===== src/rtl/board_init_ctrl_if.sv =====
// Wishbone-style board memory bus used by board_init_ctrl.
// The master drives address/data/strobe; the slave (board memory) returns read data and ACK.
interface board_init_ctrl_if;
  logic [7:0] ADR_O;
  logic [7:0] DAT_O;
  logic [7:0] DAT_I;
  logic       WE_O;
  logic       CYC_O;
  logic       STB_O;
  logic       ACK_I;

  modport master (
    output ADR_O, DAT_O, WE_O, CYC_O, STB_O,
    input  DAT_I, ACK_I
  );

  modport slave (
    input  ADR_O, DAT_O, WE_O, CYC_O, STB_O,
    output DAT_I, ACK_I
  );
endinterface


===== src/rtl/board_init_ctrl.sv =====
// board_init_ctrl: builds a new game board in a 16x16 board memory (addr {row,col}).
// On start it clears the active R x C area, places mines from a Galois LFSR, then
// writes each cell's neighbour mine count into mine_ind (field bits [4:1]).
// Every bus transfer is ISSUE (held until ACK) followed by a one-cycle GAP.
// Optional feature macro: SAFE_START_EN adds safe_row/safe_col; mines are kept out of
// the 3x3 area around that cell and the mine target is capped at R*C-9.
module board_init_ctrl #(
  parameter int          MAX_DIM    = 16,
  parameter logic [15:0] LFSR_SEED0 = 16'hACE1
) (
  input  logic        CLK_I,
  input  logic        RST_I,
  input  logic        start,
  input  logic [4:0]  cfg_rows,
  input  logic [4:0]  cfg_cols,
  input  logic [7:0]  cfg_mines,
  input  logic [15:0] seed,
`ifdef SAFE_START_EN
  input  logic [3:0]  safe_row,
  input  logic [3:0]  safe_col,
`endif
  output logic        busy,
  output logic        done,
  board_init_ctrl_if.master wb
);

  localparam logic [4:0]  DIM  = 5'(MAX_DIM);
  localparam logic [15:0] POLY = 16'hB400;

  typedef enum logic [3:0] {
    S_IDLE, S_CLR_WR, S_CLR_GAP,
    S_PL_GEN, S_PL_RD, S_PL_RGAP, S_PL_WR, S_PL_WGAP,
    S_CN_NB, S_CN_NRD, S_CN_NGAP, S_CN_CRD, S_CN_CGAP, S_CN_WR, S_CN_WGAP,
    S_DONE
  } state_t;

  state_t      r_state, w_state_next;
  logic [4:0]  r_rows, w_rows_next;
  logic [4:0]  r_cols, w_cols_next;
  logic [7:0]  r_n, w_n_next;
  logic [7:0]  r_placed, w_placed_next;
  logic [15:0] r_lfsr, w_lfsr_next;
  logic [3:0]  r_row, w_row_next;
  logic [3:0]  r_col, w_col_next;
  logic [3:0]  r_nb, w_nb_next;
  logic [3:0]  r_cnt, w_cnt_next;
  logic [7:0]  r_adr, w_adr_next;
  logic [7:0]  r_dat, w_dat_next;
  logic        r_we, w_we_next;
  logic [7:0]  r_rdat, w_rdat_next;

  // Start-time configuration: clamp dimensions and derive the mine target.
  logic [4:0]  w_rows_in, w_cols_in;
  logic [9:0]  w_area, w_cap;
  logic [7:0]  w_n_in;

  assign w_rows_in = (cfg_rows == 5'd0 || cfg_rows > DIM) ? DIM : cfg_rows;
  assign w_cols_in = (cfg_cols == 5'd0 || cfg_cols > DIM) ? DIM : cfg_cols;
  assign w_area    = {5'd0, w_rows_in} * {5'd0, w_cols_in};
`ifdef SAFE_START_EN
  assign w_cap     = (w_area > 10'd9) ? (w_area - 10'd9) : 10'd0;
`else
  assign w_cap     = w_area - 10'd1;
`endif
  assign w_n_in    = ({2'b00, cfg_mines} < w_cap) ? cfg_mines : w_cap[7:0];

  // Row-major walk over the active area.
  logic       w_col_wrap, w_last_cell;
  logic [3:0] w_adv_row, w_adv_col;

  assign w_col_wrap  = ({1'b0, r_col} == r_cols - 5'd1);
  assign w_last_cell = w_col_wrap && ({1'b0, r_row} == r_rows - 5'd1);
  assign w_adv_row   = w_col_wrap ? r_row + 4'd1 : r_row;
  assign w_adv_col   = w_col_wrap ? 4'd0 : r_col + 4'd1;

  // Mine candidate from the LFSR value after one Galois step.
  logic [15:0] w_lfsr_step;
  logic        w_cand_safe, w_cand_ok;

  assign w_lfsr_step = {1'b0, r_lfsr[15:1]} ^ (r_lfsr[0] ? POLY : 16'h0000);

`ifdef SAFE_START_EN
  logic [3:0] r_safe_row, r_safe_col;
  logic [4:0] w_cr, w_cc, w_sr, w_sc;

  assign w_cr = {1'b0, w_lfsr_step[7:4]};
  assign w_cc = {1'b0, w_lfsr_step[3:0]};
  assign w_sr = {1'b0, r_safe_row};
  assign w_sc = {1'b0, r_safe_col};
  assign w_cand_safe = (w_cr + 5'd1 >= w_sr) && (w_cr <= w_sr + 5'd1) &&
                       (w_cc + 5'd1 >= w_sc) && (w_cc <= w_sc + 5'd1);

  // Safe cell is captured only when a new board is started.
  always_ff @(posedge CLK_I) begin
    if (RST_I) begin
      r_safe_row <= 4'd0;
      r_safe_col <= 4'd0;
    end else if (r_state == S_IDLE && start) begin
      r_safe_row <= safe_row;
      r_safe_col <= safe_col;
    end
  end
`else
  assign w_cand_safe = 1'b0;
`endif

  assign w_cand_ok = ({1'b0, w_lfsr_step[7:4]} < r_rows) &&
                     ({1'b0, w_lfsr_step[3:0]} < r_cols) && !w_cand_safe;

  // Neighbour addresses in scan order NW,N,NE,W,E,SW,S,SE; -1 wraps to 63 and fails the range test.
  logic [5:0] w_nb_row [8];
  logic [5:0] w_nb_col [8];
  logic [7:0] w_nb_adr [8];
  logic [7:0] w_nb_ok;

  genvar gi;
  generate
    for (gi = 0; gi < 8; gi++) begin : g_nb
      localparam logic [5:0] DR = (gi < 3) ? 6'h3F : ((gi < 5) ? 6'h00 : 6'h01);
      localparam logic [5:0] DC = (gi == 0 || gi == 3 || gi == 5) ? 6'h3F :
                                  ((gi == 1 || gi == 6) ? 6'h00 : 6'h01);
      assign w_nb_row[gi] = {2'b00, r_row} + DR;
      assign w_nb_col[gi] = {2'b00, r_col} + DC;
      assign w_nb_ok[gi]  = (w_nb_row[gi] < {1'b0, r_rows}) && (w_nb_col[gi] < {1'b0, r_cols});
      assign w_nb_adr[gi] = {w_nb_row[gi][3:0], w_nb_col[gi][3:0]};
    end
  endgenerate

  // Bus and status outputs follow the registered state; address/data are stable for a whole ISSUE.
  logic w_issue;

  assign w_issue  = (r_state == S_CLR_WR) || (r_state == S_PL_RD) || (r_state == S_PL_WR) ||
                    (r_state == S_CN_NRD) || (r_state == S_CN_CRD) || (r_state == S_CN_WR);
  assign wb.CYC_O = w_issue;
  assign wb.STB_O = w_issue;
  assign wb.ADR_O = r_adr;
  assign wb.DAT_O = r_dat;
  assign wb.WE_O  = r_we;
  assign busy     = (r_state != S_IDLE) && (r_state != S_DONE);
  assign done     = (r_state == S_DONE);

  // State and datapath registers; reset aborts any transfer immediately.
  always_ff @(posedge CLK_I) begin
    if (RST_I) begin
      r_state  <= S_IDLE;
      r_rows   <= 5'd0;
      r_cols   <= 5'd0;
      r_n      <= 8'd0;
      r_placed <= 8'd0;
      r_lfsr   <= LFSR_SEED0;
      r_row    <= 4'd0;
      r_col    <= 4'd0;
      r_nb     <= 4'd0;
      r_cnt    <= 4'd0;
      r_adr    <= 8'd0;
      r_dat    <= 8'd0;
      r_we     <= 1'b0;
      r_rdat   <= 8'd0;
    end else begin
      r_state  <= w_state_next;
      r_rows   <= w_rows_next;
      r_cols   <= w_cols_next;
      r_n      <= w_n_next;
      r_placed <= w_placed_next;
      r_lfsr   <= w_lfsr_next;
      r_row    <= w_row_next;
      r_col    <= w_col_next;
      r_nb     <= w_nb_next;
      r_cnt    <= w_cnt_next;
      r_adr    <= w_adr_next;
      r_dat    <= w_dat_next;
      r_we     <= w_we_next;
      r_rdat   <= w_rdat_next;
    end
  end

  // Phase sequencing: CLEAR -> PLACE -> COUNT, each bus transfer followed by a GAP state.
  always_comb begin
    w_state_next  = r_state;
    w_rows_next   = r_rows;
    w_cols_next   = r_cols;
    w_n_next      = r_n;
    w_placed_next = r_placed;
    w_lfsr_next   = r_lfsr;
    w_row_next    = r_row;
    w_col_next    = r_col;
    w_nb_next     = r_nb;
    w_cnt_next    = r_cnt;
    w_adr_next    = r_adr;
    w_dat_next    = r_dat;
    w_we_next     = r_we;
    w_rdat_next   = r_rdat;

    case (r_state)
      S_IDLE: begin
        if (start) begin
          w_rows_next   = w_rows_in;
          w_cols_next   = w_cols_in;
          w_n_next      = w_n_in;
          w_placed_next = 8'd0;
          w_lfsr_next   = (seed == 16'h0000) ? LFSR_SEED0 : seed;
          w_row_next    = 4'd0;
          w_col_next    = 4'd0;
          w_adr_next    = 8'h00;
          w_dat_next    = 8'h00;
          w_we_next     = 1'b1;
          w_state_next  = S_CLR_WR;
        end
      end
      S_CLR_WR: if (wb.ACK_I) w_state_next = S_CLR_GAP;
      S_CLR_GAP: begin
        if (w_last_cell) begin
          w_row_next = 4'd0;
          w_col_next = 4'd0;
          w_nb_next  = 4'd0;
          w_cnt_next = 4'd0;
          w_state_next = (r_n == 8'd0) ? S_CN_NB : S_PL_GEN;
        end else begin
          w_row_next   = w_adv_row;
          w_col_next   = w_adv_col;
          w_adr_next   = {w_adv_row, w_adv_col};
          w_state_next = S_CLR_WR;
        end
      end
      S_PL_GEN: begin
        w_lfsr_next = w_lfsr_step;
        if (w_cand_ok) begin
          w_adr_next   = w_lfsr_step[7:0];
          w_we_next    = 1'b0;
          w_state_next = S_PL_RD;
        end
      end
      S_PL_RD: begin
        if (wb.ACK_I) begin
          w_rdat_next  = wb.DAT_I;
          w_state_next = S_PL_RGAP;
        end
      end
      S_PL_RGAP: begin
        if (r_rdat[7]) begin
          w_state_next = S_PL_GEN;
        end else begin
          w_dat_next   = r_rdat | 8'h80;
          w_we_next    = 1'b1;
          w_state_next = S_PL_WR;
        end
      end
      S_PL_WR: begin
        if (wb.ACK_I) begin
          w_placed_next = r_placed + 8'd1;
          w_state_next  = S_PL_WGAP;
        end
      end
      S_PL_WGAP: begin
        if (r_placed == r_n) begin
          w_row_next   = 4'd0;
          w_col_next   = 4'd0;
          w_nb_next    = 4'd0;
          w_cnt_next   = 4'd0;
          w_state_next = S_CN_NB;
        end else begin
          w_state_next = S_PL_GEN;
        end
      end
      S_CN_NB: begin
        if (r_nb[3]) begin
          w_adr_next   = {r_row, r_col};
          w_we_next    = 1'b0;
          w_state_next = S_CN_CRD;
        end else if (w_nb_ok[r_nb[2:0]]) begin
          w_adr_next   = w_nb_adr[r_nb[2:0]];
          w_we_next    = 1'b0;
          w_state_next = S_CN_NRD;
        end else begin
          w_nb_next = r_nb + 4'd1;
        end
      end
      S_CN_NRD: begin
        if (wb.ACK_I) begin
          w_cnt_next   = r_cnt + {3'b000, wb.DAT_I[7]};
          w_state_next = S_CN_NGAP;
        end
      end
      S_CN_NGAP: begin
        w_nb_next    = r_nb + 4'd1;
        w_state_next = S_CN_NB;
      end
      S_CN_CRD: begin
        if (wb.ACK_I) begin
          w_rdat_next  = wb.DAT_I;
          w_state_next = S_CN_CGAP;
        end
      end
      S_CN_CGAP: begin
        w_dat_next   = {r_rdat[7:5], r_cnt, r_rdat[0]};
        w_we_next    = 1'b1;
        w_state_next = S_CN_WR;
      end
      S_CN_WR: if (wb.ACK_I) w_state_next = S_CN_WGAP;
      S_CN_WGAP: begin
        if (w_last_cell) begin
          w_state_next = S_DONE;
        end else begin
          w_row_next   = w_adv_row;
          w_col_next   = w_adv_col;
          w_nb_next    = 4'd0;
          w_cnt_next   = 4'd0;
          w_state_next = S_CN_NB;
        end
      end
      S_DONE:  w_state_next = S_IDLE;
      default: w_state_next = S_IDLE;
    endcase
  end

endmodule


===== src/flat_wrapper.sv =====
// flat-port wrapper written by rule: the top's interface ports become plain ports
module board_init_ctrl_flat 
#(
  parameter int          MAX_DIM    = 16,
  parameter logic [15:0] LFSR_SEED0 = 16'hACE1
)
  (CLK_I, RST_I, start, cfg_rows, cfg_cols, cfg_mines, seed, busy, done, wb_ADR_O, wb_DAT_O, wb_WE_O, wb_CYC_O, wb_STB_O, wb_DAT_I, wb_ACK_I);
  board_init_ctrl_if wb_i ();
  input  logic CLK_I;
  input  logic RST_I;
  input  logic start;
  input  logic [4:0] cfg_rows;
  input  logic [4:0] cfg_cols;
  input  logic [7:0] cfg_mines;
  input  logic [15:0] seed;
  output logic busy;
  output logic done;
  output wire logic [$bits(wb_i.ADR_O)-1:0] wb_ADR_O;
  output wire logic [$bits(wb_i.DAT_O)-1:0] wb_DAT_O;
  output wire logic [$bits(wb_i.WE_O)-1:0] wb_WE_O;
  output wire logic [$bits(wb_i.CYC_O)-1:0] wb_CYC_O;
  output wire logic [$bits(wb_i.STB_O)-1:0] wb_STB_O;
  input wire logic [$bits(wb_i.DAT_I)-1:0] wb_DAT_I;
  input wire logic [$bits(wb_i.ACK_I)-1:0] wb_ACK_I;
  assign wb_ADR_O = wb_i.ADR_O;
  assign wb_DAT_O = wb_i.DAT_O;
  assign wb_WE_O = wb_i.WE_O;
  assign wb_CYC_O = wb_i.CYC_O;
  assign wb_STB_O = wb_i.STB_O;
  assign wb_i.DAT_I = wb_DAT_I;
  assign wb_i.ACK_I = wb_ACK_I;
  board_init_ctrl #(.MAX_DIM(MAX_DIM), .LFSR_SEED0(LFSR_SEED0)) u_core (.CLK_I(CLK_I), .RST_I(RST_I), .start(start), .cfg_rows(cfg_rows), .cfg_cols(cfg_cols), .cfg_mines(cfg_mines), .seed(seed), .busy(busy), .done(done), .wb(wb_i));
endmodule

===== config.mk =====
export PLATFORM = sky130hd
export DESIGN_NAME = board_init_ctrl_flat
export DESIGN_NICKNAME = d
export VERILOG_FILES = /design/src/rtl/board_init_ctrl_if.sv /design/src/rtl/board_init_ctrl.sv /design/src/flat_wrapper.sv
export SDC_FILE = /design/constraint.sdc
export NUM_CORES = 1
export LEC_CHECK = 0
export BUFFER_PORTS_ARGS = -buffer_cell sky130_fd_sc_hd__buf_2
export CORE_ASPECT_RATIO = 1.5
export CORE_MARGIN = 1.5
export CORE_UTILIZATION = 25
export CTS_BUF_LIST = sky130_fd_sc_hd__clkbuf_8
export CTS_CLUSTER_DIAMETER = 30
export CTS_CLUSTER_SIZE = 24
export DETAILED_ROUTE_END_ITERATION = 8
export MAX_ROUTING_LAYER = met4
export SYNTH_ARGS = -nofsm -noshare
export SYNTH_HDL_FRONTEND = slang
export SYNTH_SLANG_ARGS = --single-unit

===== constraint.sdc =====
create_clock -name CLK_I -period 15.1 [get_ports CLK_I]
set_clock_uncertainty 0.15 [all_clocks]
set_input_delay 3.02 -clock CLK_I [delete_from_list [all_inputs] [get_ports CLK_I]]
set_output_delay 3.02 -clock CLK_I [all_outputs]
set_load 0.01 [all_outputs]

After elaboration in Yosys (flattened, before gate mapping)
Cells that the tools add are included.
{ "word_totals": {"regBits": 87, "latch_bits": 0, "mem_bits_rw": 0, "rom_bits": 0, "output_inout_bits": 21, "word_cells": 184, "memories": 0} }
{ "op_classes": {"add_sub_neg": 12, "multipliers": 1, "n_div": 0, "n_lt_le_gt_ge": 13, "n_eq_ne": 35, "n_shift": 0, "n_mux": 61, "bitwise_logic": 2, "n_reduce_logical": 45} }
{ "ops": {"columns": ["cell", "n"], "rows": [
  ["$mux 4", 26],
  ["$mux 8", 10],
  ["$pmux 4 s16", 1],
  ["$mux 16", 3],
  ["$pmux 4 s4", 3],
  ["$eq 4x4->1 const B", 8],
  ["$pmux 16 s2", 1],
  ["$pmux 8 s4", 1],
  ["$bmux 8 s3", 1],
  ["$lt 6x5->1", 4],
  ["$ne 2x2->1 const B", 12],
  ["$pmux 8 s3", 1],
  ["$lt 4x5->1", 4],
  ["$pmux 4 s5", 1],
  ["$eq 4x3->1 const B", 4],
  ["$logic_not 16->1", 1],
  ["$pmux 8 s2", 1],
  ["$reduce_bool 4->1", 4],
  ["$xor 15x16->16", 1],
  ["$reduce_and 5->1", 3],
  ["$add 4x1->4 const B", 3],
  ["$add 5x1->6 const B", 2],
  ["$logic_and 1x1->1", 11],
  ["$add 4x1->5 const B", 2],
  ["35 further kinds", 61]
]} }

Longest topological paths before layout
{ "logic_depth": {"depth_word": 8, "ltp_mapped": 21, "ltp_nobuf": 21} }

Worst setup path after synthesis
OpenSTA, ideal clock, no wires.
{ "synth_path": {"path_kind": "input-to-reg", "startpoint": "input cfg_cols[3]", "endpoint": "register u_core.r_n[1]", "arrival_ps": 7719, "required_time_ps": 14859, "setup_slack_ps": 7140, "cell_stages": 20, "n_path_buf": 0, "cell_sequence": "or4_1 ha_1 nand2b_1 nor2_1 fa_1 inv_1 fa_1 fa_1 inv_1 ha_1 a21oi_1 o21ai_0 a21oi_1 xor2_1 ha_1 o21ai_0 a31oi_1 o32ai_1 nand2_1 a311oi_1"} }
{ "synth_via": {"elab_chain_len": 7, "word_cells_on_any_way": 8, "cone_classes": "add/sub: 1; mul: 1; order compare: 2; mux: 2; reduce/logical: 2"} }
{ "synth_rtl": {"columns": ["element", "line_no", "text"], "rows": [
  ["start: declaration", "flat_wrapper.sv:13", "input logic [4:0] cfg_cols;"],
  ["$gt 5x5->1 / $logic_not 5->1 (equally long branches)", "board_init_ctrl.sv:58", "assign w_cols_in = (cfg_cols == 5'd0 || cfg_cols > DIM) ? DIM : cfg_cols;"],
  ["$logic_or 1x1->1", "board_init_ctrl.sv:58", null],
  ["$mux 5 *", "board_init_ctrl.sv:58", null],
  ["$mul 5x5->10 *", "board_init_ctrl.sv:59", "assign w_area = {5'd0, w_rows_in} * {5'd0, w_cols_in};"],
  ["$sub 10x1->10 *", "board_init_ctrl.sv:63", "assign w_cap = w_area - 10'd1;"],
  ["$lt 8x10->1", "board_init_ctrl.sv:65", "assign w_n_in = ({2'b00, cfg_mines} < w_cap) ? cfg_mines : w_cap[7:0];"],
  ["$mux 8 *", "board_init_ctrl.sv:65", null],
  ["end signal: assignment", "board_init_ctrl.sv:163", "r_n <= w_n_next;"],
  ["end: declaration", "board_init_ctrl.sv:40", "logic [7:0] r_n, w_n_next;"]
]} }
Mark *: on every way between the ends. The rest lies on a longest branch, timed or not.
A chain may end at the register's enable or synchronous reset.

Worst setup path after layout
{ "layout_path": {"startpoint": "input cfg_rows[1]", "endpoint": "register u_core.r_n[4]"} }
{ "layout_via": {"elab_chain_len": 7, "word_cells_on_any_way": 8, "cone_classes": "add/sub: 1; mul: 1; order compare: 2; mux: 2; reduce/logical: 2"} }
{ "layout_rtl": {"columns": ["element", "line_no", "text"], "rows": [
  ["start: declaration", "flat_wrapper.sv:12", "input logic [4:0] cfg_rows;"],
  ["$gt 5x5->1 / $logic_not 5->1 (equally long branches)", "board_init_ctrl.sv:57", "assign w_rows_in = (cfg_rows == 5'd0 || cfg_rows > DIM) ? DIM : cfg_rows;"],
  ["$logic_or 1x1->1", "board_init_ctrl.sv:57", null],
  ["$mux 5 *", "board_init_ctrl.sv:57", null],
  ["$mul 5x5->10 *", "board_init_ctrl.sv:59", null],
  ["$sub 10x1->10 *", "board_init_ctrl.sv:63", null],
  ["$lt 8x10->1", "board_init_ctrl.sv:65", null],
  ["$mux 8 *", "board_init_ctrl.sv:65", null]
]} }
Marks and branches as above.

==> flow_summary.yaml <==
timing:
  slew_viol_final: 0
  finalCritPeriodShare_pct: 54.38
  tightest_slew_ns: 1.101
  finalCriticalPeriod_ns: 8.211
  setup-violations-final: 0
  clock.fmax_ghz: 0.1218
  fin_hold_ws_ns: 0.3170
  finalSetupTns_ns: 0
  hold_violations: 0
  rsz0062_at_grt: "false"
  relSlewSlack_pct: 26.06
synth:
  ys_ff_latch: 87
  netlist_area_sq_um: 6982
  syn_nets: 1006
  avgSynthCellArea_sq_um: 7.970
  yosysWarnings: 0
  ys_types: 79
  synth_ff_type: "dfxtp_1"
  synth-edff-count: 0
  async_flop_share_pct: 0
  ys_seq_area_share_pct: 24.95
  synth_cells: 876
pwr:
  peakVddDrop_uv: 45.23
  leakage_nw: 3.142
  p_per_area_nw_per_um2: 118.8
worst_setup_path:
  cp.required_ns: 15.24
  critical_path_class: "input port to flip-flop"
  path_max_fanout: 7
  reg2reg_from: "u_core.r_col[1]"
  worst_path_dominant_cell_family: "adder cells"
  cp_slowest_stage_delay_ns: 0.74
  crit_buf_inv: 3
  path_cells: "buf_2, or4_1, ha_1, nand2b_1, nor2_1, fa_1, inv_1, fa_1, fa_1, inv_1, ha_1, nor2b_1, o21ai_0, a21boi_0, o21ai_0, o311ai_1, o32ai_1, nand2_1, a311oi_1"
  critPathSlowestCell: "o32ai_1"
  setup.worst_path.start: "cfg_rows[1]"
  arrival_ns: 8.35
  critPathLaunchType: "input port"
  path_common_cell: "fa_1"
  endpoint_kind: "flip-flop"
detailed_routing:
  drt_wl_total_um: 20610
  postRouteAntennaNets: 0
  vias: 6594
  post_drt_wl_per_cell_um: 16.36
  drt_iter0_drc: 299
  viasPerCell: 5.233
  first_pass_iters: 7
  drc_errors: 2
cts:
  clock_sinks: 87
  root_buffer: "clkbuf_8"
  htree_num_levels: 3
  cts_buffers: 9
  clockBufferDepth: 2
  path_clk_slew_ns: 0.10
  hold_buffers: 0
  clock_latency_ns: 0.38
  cts_tree: "built"
  cts_setup_buffers: 0
  cts_resized: 0
floorplanning:
  dieWidth_um: 139.4
  core-area_sq_um: 27310
  initial_utilization_pct: 25.56
  design.portCount: 67
  dieArea_sq_um: 28960
  die_h_um: 207.7
  rows: 74
finish:
  drive_gt1_share_pct: 11.78
  area_delta_synth_final_pct: 11.72
  register_area_sq_um: 1742
  multi_input_area_sq_um: 4831
  nets: 1042
  fillers: 2940
min_path:
  min_path_type: "flip-flop to flip-flop"
  hp-start: "u_core.r_lfsr[9]"
grt:
  grt_pass1_vias: 6424
  grt_max_degree: 79
  grt_usage_pct: 14.73
  grt_overflow: 0
  grt_pass1_wl_um: 33150
  antenna_found_initial: 1
placement:
  portBuffers: 66
  hpwl_um: 16080
  gp_congestion: 0.9100
status:
  outcome: "finished with violations"
  violations: "DRC"
job:
  maxCapViolations: 0
[flip-flops by register name (all words and copies together), names as in the netlist, 5 cells and up]
name and flops:
u_core.r_placed 8, u_core.wb.DAT_O 8, u_core.r_n 8, u_core.r_lfsr 16, u_core.wb.ADR_O 8, u_core.r_rdat 8, u_core.r_cols 5, u_core.r_rows 5
[through the flow]
stage | utilization [%] | total power, mW | std cells | instance area (sq um) | setup WS [ns]
detailed placement | 27.76 | 0.7531 | 1243 | 7582 | 6.523
global placement | 27.76 | 0.7466 | 1243 | 7582 | 6.566
finish | 28.56 | 0.9267 | 1260 | 7800 | 6.889
global route | 28.56 | 1.004 | 1260 | 7800 | 6.426
floorplan | - | 0.6247 | 876 | 6982 | 7.140
CTS | 28.55 | 0.9366 | 1259 | 7797 | 6.931
[cell type report]
class | count | share of cell area, %
clock inverter | 5 | 0.8181
tap | 342 | 5.486
timing repair buffer | 70 | 4.620
inverter | 59 | 2.839
multi-input combinational | 685 | 61.93
clock buffer | 11 | 1.941
antenna | 1 | 0.03208
sequential | 87 | 22.33
[cells in the mapped netlist, types with 14 or more instances]
| library cell | number | area share (%) |
|---|---|---|
| dfxtp_1 | 87 | 25 |
| nor2_1 | 87 | 4.7 |
| nand2_1 | 73 | 3.9 |
| ha_1 | 72 | 13 |
| a21oi_1 | 62 | 4.4 |
| inv_1 | 57 | 3.1 |
| nor3_1 | 31 | 2.2 |
| o21ai_0 | 30 | 2.2 |
| clkbuf_1 | 27 | 1.5 |
| nand3_1 | 27 | 1.9 |
| xnor2_1 | 25 | 3.1 |
| xor2_1 | 23 | 2.9 |
| nand2b_1 | 18 | 1.6 |
| a22oi_1 | 17 | 1.8 |
| a211oi_1 | 14 | 1.5 |
| nor2b_1 | 14 | 1.3 |
[per-layer routing]
metal  wire, um  global-route usage, %  share of wire, %  vias to the layer above
li1           -                      -                 -                     3255
met4        793                  7.704               3.8                        0
met2      11050                  27.05                54                      148
met3        705                  2.122               3.4                       43
met1       8065                  15.01                39                     3148
met5          0                      -                 0                        -
[worst register-to-register path: stages (launching register included)]
cell and delay [ns]:
dfxtp_1 0.44, nor3_1 0.58, xor2_1 0.14, ha_1 0.33
nand3_1 0.08, o211ai_1 0.38, o32ai_1 0.15, a211oi_1 0.59
nand3_1 0.61, and2_1 0.38, a311oi_1 0.23
[kinds of logic (layout without fill, tap and decap cells)]
| group | after synthesis | in the layout | share of synthesized area (%) |
|---|---|---|---|
| compound gates | 228 | 228 | 22.65 |
| xor+xnor | 48 | 48 | 6.021 |
| fa+ha+maj | 85 | 85 | 16.49 |
| other cells | 0 | 1 | 0 |
| mux | 15 | 15 | 2.204 |
| simple gates | 309 | 309 | 21.79 |
| flops | 87 | 87 | 24.95 |
| buf+inv | 104 | 145 | 5.896 |
[power by group]
group	leakage [nW]	switching (mW)	internal, mW	total, mW
sequential	0.709	0.0522	0.272	0.324
combinational	2.33	0.256	0.165	0.421
clock	0.107	0.0942	0.0871	0.181
total	3.14	0.403	0.524	0.927
[cells in the final DEF, fill, tap and decap left out, drive strengths merged, types with 7 or more instances in the layout]
cell    instances
a211oi         14
a21o           11
a21oi          62
a221oi         12
a22oi          17
a311oi         10
a31oi          11
and3           10
buf            70
clkbuf         11
dfxtp          87
fa             12
ha             72
inv            59
mux2i          12
nand2          73
nand2b         18
nand3          27
nor2           88
nor2b          14
nor3           32
nor4           10
o211ai          7
o21ai          30
xnor2          25
xor2           23
[worst paths after layout]
kind              slack [ns]  cells after the start           endpoint
setup / recovery        6.89                     19      u_core.r_n[4]
hold reg to reg         0.32                      2   u_core.r_lfsr[9]
setup reg to reg       10.96                     10  u_core.r_state[1]
hold / removal          0.32                      2   u_core.r_lfsr[9]
Note: power is estimated with default switching activity, not from simulation.
